[config.mk]
export PLATFORM = sky130hd
export DESIGN_NAME = pipe_stage_skid_flat
export DESIGN_NICKNAME = d
export VERILOG_FILES = /design/src/rtl/pipe_stage_skid_if.sv /design/src/rtl/pipe_stage_skid.sv /design/src/flat_wrapper.sv
export SDC_FILE = /design/constraint.sdc
export NUM_CORES = 1
export LEC_CHECK = 0
export ABC_AREA = 1
export CAP_MARGIN = 20
export CORE_MARGIN = 2
export CORE_UTILIZATION = 57
export CTS_BUF_LIST = sky130_fd_sc_hd__clkbuf_4 sky130_fd_sc_hd__clkbuf_8
export CTS_CLUSTER_DIAMETER = 50
export DETAILED_ROUTE_END_ITERATION = 8
export PLACE_DENSITY_LB_ADDON = 0.25
export SLEW_MARGIN = 0
export SYNTH_ARGS = -nofsm -noshare
export SYNTH_HDL_FRONTEND = slang
export SYNTH_SLANG_ARGS = --single-unit
[constraint.sdc]
create_clock -name clk -period 3.1 [get_ports clk]
set_input_delay 0.62 -clock clk [delete_from_list [all_inputs] [get_ports clk]]
set_output_delay 0.62 -clock clk [all_outputs]
set_load 0.05 [all_outputs]
[src/rtl/pipe_stage_skid_if.sv]
// Valid/ready stream carrying one pipeline-stage entry (opaque data bundle plus control bundle).
// Master drives valid/data/ctrl, slave drives ready.
interface pipe_stage_skid_if #(
   parameter int DATA_W = 160,
   parameter int CTRL_W = 5
) ();
   logic              valid;
   logic              ready;
   logic [DATA_W-1:0] data;
   logic [CTRL_W-1:0] ctrl;

   modport master (output valid, output data, output ctrl, input ready);
   modport slave  (input valid, input data, input ctrl, output ready);
endinterface

[src/rtl/pipe_stage_skid.sv]
// Handshaked stage register, 1-cycle in->out latency. Backpressure: SKID_EN=1 absorbs one extra entry
// behind a registered in_ready that drops once two are held; SKID_EN=0 gives in_ready = !out_valid | out_ready.
module pipe_stage_skid #(
   parameter int DATA_W  = 160,
   parameter int CTRL_W  = 5,
   parameter bit SKID_EN = 1'b1,
   parameter int CNT_W   = 16
) (
   input  logic              clk,
   input  logic              reset,
   input  logic              flush,
   pipe_stage_skid_if.slave  up,
   pipe_stage_skid_if.master dn,
   output logic [CNT_W-1:0]  stall_cnt
);

   localparam logic [1:0] EMPTY = 2'd0;
   localparam logic [1:0] ONE   = 2'd1;
   localparam logic [1:0] FULL  = 2'd2;

   typedef struct packed {
      logic [CTRL_W-1:0] ctrl;
      logic [DATA_W-1:0] data;
   } entry_t;

   logic [1:0] state_q;
   logic [1:0] state_d;
   entry_t     main_q;
   entry_t     main_d;
   entry_t     skid_q;
   entry_t     in_ent;
   logic       ready;
   logic       out_valid;
   logic       in_fire;
   logic       out_fire;
   logic       stall;

   assign in_ent    = {up.ctrl, up.data};
   assign out_valid = (state_q != EMPTY);
   assign in_fire   = up.valid & ready;
   assign out_fire  = out_valid & dn.ready;
   assign stall     = out_valid & ~dn.ready;

   assign up.ready  = ready;
   assign dn.valid  = out_valid;
   assign dn.data   = main_q.data;
   assign dn.ctrl   = out_valid ? main_q.ctrl : '0;

   // Flush wins over everything: bubble out, keep data, kill the control bits.
   always_comb begin
      state_d = state_q;
      main_d  = main_q;
      if (flush) begin
         state_d     = EMPTY;
         main_d.ctrl = '0;
      end else if (SKID_EN) begin
         case (state_q)
            EMPTY: begin
               if (in_fire) begin
                  state_d = ONE;
                  main_d  = in_ent;
               end
            end
            ONE: begin
               if (in_fire && out_fire) begin
                  main_d = in_ent;
               end else if (in_fire) begin
                  state_d = FULL;
               end else if (out_fire) begin
                  state_d = EMPTY;
               end
            end
            FULL: begin
               if (out_fire) begin
                  state_d = ONE;
                  main_d  = skid_q;
               end
            end
            default: state_d = EMPTY;
         endcase
      end else begin
         if (in_fire) begin
            state_d = ONE;
            main_d  = in_ent;
         end else if (out_fire) begin
            state_d = EMPTY;
         end
      end
   end

   always_ff @(posedge clk) begin
      if (reset) begin
         state_q <= EMPTY;
         main_q  <= '0;
      end else begin
         state_q <= state_d;
         main_q  <= main_d;
      end
   end

   generate
      if (SKID_EN) begin : g_skid
         entry_t skid_r;
         logic   ready_r;
         logic   skid_load;

         // Second entry only arrives while the head is held in place.
         assign skid_load = (state_q == ONE) & in_fire & ~out_fire;

         always_ff @(posedge clk) begin
            if (reset) begin
               skid_r  <= '0;
               ready_r <= 1'b1;
            end else begin
               ready_r <= (state_d != FULL);
               if (flush) begin
                  skid_r.ctrl <= '0;
               end else if (skid_load) begin
                  skid_r <= in_ent;
               end
            end
         end

         assign skid_q = skid_r;
         assign ready  = ready_r;
      end else begin : g_noskid
         assign skid_q = '0;
         assign ready  = ~out_valid | dn.ready;
      end
   endgenerate

   always_ff @(posedge clk) begin
      if (reset) begin
         stall_cnt <= '0;
      end else if (stall && (stall_cnt != '1)) begin
         stall_cnt <= stall_cnt + CNT_W'(1);
      end
   end

endmodule

[src/flat_wrapper.sv]
// flat-port wrapper written by rule: the top's interface ports become plain ports
module pipe_stage_skid_flat 
#(
   parameter int DATA_W  = 160,
   parameter int CTRL_W  = 5,
   parameter bit SKID_EN = 1'b1,
   parameter int CNT_W   = 16
)
  (clk, reset, flush, stall_cnt, up_valid, up_data, up_ctrl, up_ready, dn_valid, dn_data, dn_ctrl, dn_ready);
  pipe_stage_skid_if #(.DATA_W(DATA_W), .CTRL_W(CTRL_W)) up_i ();
  pipe_stage_skid_if #(.DATA_W(DATA_W), .CTRL_W(CTRL_W)) dn_i ();
  input  logic clk;
  input  logic reset;
  input  logic flush;
  output logic [CNT_W-1:0] stall_cnt;
  input wire logic [$bits(up_i.valid)-1:0] up_valid;
  input wire logic [$bits(up_i.data)-1:0] up_data;
  input wire logic [$bits(up_i.ctrl)-1:0] up_ctrl;
  output wire logic [$bits(up_i.ready)-1:0] up_ready;
  output wire logic [$bits(dn_i.valid)-1:0] dn_valid;
  output wire logic [$bits(dn_i.data)-1:0] dn_data;
  output wire logic [$bits(dn_i.ctrl)-1:0] dn_ctrl;
  input wire logic [$bits(dn_i.ready)-1:0] dn_ready;
  assign up_i.valid = up_valid;
  assign up_i.data = up_data;
  assign up_i.ctrl = up_ctrl;
  assign up_ready = up_i.ready;
  assign dn_valid = dn_i.valid;
  assign dn_data = dn_i.data;
  assign dn_ctrl = dn_i.ctrl;
  assign dn_i.ready = dn_ready;
  pipe_stage_skid #(.DATA_W(DATA_W), .CTRL_W(CTRL_W), .SKID_EN(SKID_EN), .CNT_W(CNT_W)) u_core (.clk(clk), .reset(reset), .flush(flush), .up(up_i), .dn(dn_i), .stall_cnt(stall_cnt));
endmodule
==> results.toml <==
[outcome]
outcome = "completed"

[power_and_ir_drop]
power_leakage_nw = 7.08
p_per_area_nw_per_um2 = 525
p_switching_mw = 2.70
vdd_ir_drop_max_mv = 0.418
clkPwrFrac_pct = 39.6
seqPwrFrac_pct = 46.4
p_comb_share_pct = 14.0
switching_share_pct = 26.7
p_int_mw = 7.41

[finish]
fillers = 2269
final_layout_size_suffix_gt1_share_pct = 6.31
final_util_pct = 69.5
design.final.nets = 2430
area_delta_synth_final_pct = 20.6

[clock_network]
htree_levels = 2
cts-resized-gates = 0
clockBufferDepth = 3
clock-sinks = 349
clk_pin_slew_ns = 0.06
cts_root_buffer = "clkbuf_8"
postCtsHoldBufs = 0
cts_setup_buffers = 0
cts_tree = "done"
clock_latency_ns = 0.57
cts_buffers = 55

[worst_setup_path]
r2r_cells = 5
crit_type = "reg2out"
ff2ff_setup_slack_ns = 0.93
crit_fanout = 7
end_kind = "output pin"
cp_data_arrival_time_ns = 2.18
required_ns = 2.48
critical_path.startpoint_type = "flop"

[die]
num_rows = 61
die_x_um = 171
start_util_pct = 57.6
core_area_um2 = 27700
die_h_um = 171
io_pins = 353
die_area_um2 = 29300

[sta]
rsz0062_at_grt = "no"
finalSetupViolations = 0
skew_ns = 0.00797
finalMaxSlewViolations = 0
final_hold_viol_count = 0
relSlewSlack_pct = 35.3
worst_pin_slew_ns = 0.971
period_share_pct = 90.2
min_period_ns = 2.80
fin_setup_tns_ns = 0
fmax_ghz = 0.358

[grt]
grt_max_degree = 146
grt_usage_pct = 26.9
grt_pass1_wl_mm = 65.5
antenna_found_initial = 2
grt_pass1_vias = 13600
gr-total-overflow = 0

[route]
met3_length_mm = 3.17
wirelength_met1_mm = 17.0
wl_per_cell_um = 15.3
drt_pass1_iterations = 5
wl_met2_mm = 19.4
ant_nets = 0
vias_per_cell = 5.36
finalWirelength_mm = 40.9
drt_iter0_markers = 1184
top_layer = "met5"
via_count = 14400
drc = 0

[logic_synthesis]
yosysWarnings = 0
synth_area_um2 = 16000
synth_top_flop_cell = "dfxtp_1"
ys_seq_area_share_pct = 43.8
synth_edf_count = 0
syn_avg_cell_area_um2 = 7.44
yosysUniqueCellTypes = 27
synth_common_cells = "nand2_1, dfxtp_1, a21oi_1"
syn_nets = 2317
synth.area.top_cells = "dfxtp_1, a21oi_1, nand2_1, o21ai_0, buf_4"
yosys.area.top_type = "dfxtp_1"
synth_top_area_share_pct = 43.8
ys_seq_elements = 349
synth_most_common_cell = "nand2_1"
synthArstFlopShare_pct = 0
synthCells = 2146

[placement]
dp.final_hpwl_mm = 25.7
gp_congestion = 0.858
port_buffers = 352

[job]
max_cap_viol_count = 0

[worst_hold_path]
whs_path_depth = 2
hold_class = "reg2reg"
-- registers in the layout (all words and copies together), names as in the netlist --
name,flops
u_core.main_q,5
u_core.state_q,2
u_core.g_skid.skid_r,165
u_core.up.ready,1
u_core.dn.data,160
u_core.stall_cnt,16
-- cells by family after synthesis --
family	Yosys count	synth area share, %
compound gates	673	21.4
xor+xnor	6	0.329
fa+ha+maj	1	0.0784
buf+inv	509	18.3
flops	349	43.8
simple gates	608	16.2
-- layout make-up --
type,count,area (µm²),share of cell area (%)
inverter,188,713,3.71
tap,378,473,2.46
clock buffer,91,1110,5.79
sequential,349,6990,36.3
timing repair buffer,377,3840,19.9
multi-input combinational,1288,6090,31.6
antenna,2,5.00,0.0260
clock inverter,5,27.5,0.143
-- critical path, cell delays in order, from the launching register on --
cell and delay (ns):
dfxtp_1 0.53, nor2_4 0.12, nor2_1 0.13, clkdlybuf4s50_1 0.82
-- layer usage --
metal  global-route usage (%)  vias up
met5                        0        -
met4                     9.73        2
met3                     6.81       99
met2                     46.2      478
met1                     32.8     6685
li1                         -     7101
-- path summary, 6_finish.rpt --
path / start / endpoint
worst max-delay path: u_core.state_q[1] / dn_ctrl[3]
worst min-delay path: u_core.g_skid.skid_r[153] / u_core.g_skid.skid_r[153]
worst max register to register: u_core.state_q[1] / u_core.dn.data[64]
worst min register to register: u_core.g_skid.skid_r[153] / u_core.g_skid.skid_r[153]
-- through the flow --
stage	setup slack, ns	hold slack, ns	std cells	total power [mW]	area, µm²
6_report	0.305	0.445	2678	10.1	19200
5_1_grt	0.200	0.459	2677	10.5	19200
4_1_cts	0.278	0.439	2676	10.2	19200
3_5_place_dp	0.406	0.437	2580	6.20	18100
3_3_place_gp	0.473	0.431	2579	6.18	18100
2_1_floorplan	1.19	0.425	2146	5.77	16000
-- cells in the final DEF (no fill, tap or decap) --
cell type and count:
nand2_8 3, o21ai_1 63, ha_1 1, dfxtp_1 349, inv_1 185, a21oi_1 328
nor3_4 1, clkbuf_4 22, diode_2 2, nand4_1 6, a31oi_1 2, inv_4 1
buf_6 1, nand3_1 172, nor2_1 36, nor2_2 1, buf_4 15, nor2_8 1
nand2_1 383, clkdlybuf4s50_1 351, clkinv_2 4, xor2_1 4, xnor2_1 2, nor4_1 1
o21ai_0 270, inv_6 1, nor2_4 2, clkinvlp_4 1, buf_12 10, a21oi_2 10
inv_2 1, nand2_2 2, clkbuf_8 69
-- power by group through the flow --
stage                     logic (mW)  registers [mW]  clock network (mW)
after detailed placement        1.41            4.79                   0
final                           1.42            4.69                4.00
after CTS                       1.42            4.69                4.07
after global placement          1.39            4.79                   0
after floorplan                 1.00            4.77                   0
after global routing            1.53            4.70                4.26
Power figures use the tool's default switching activity.
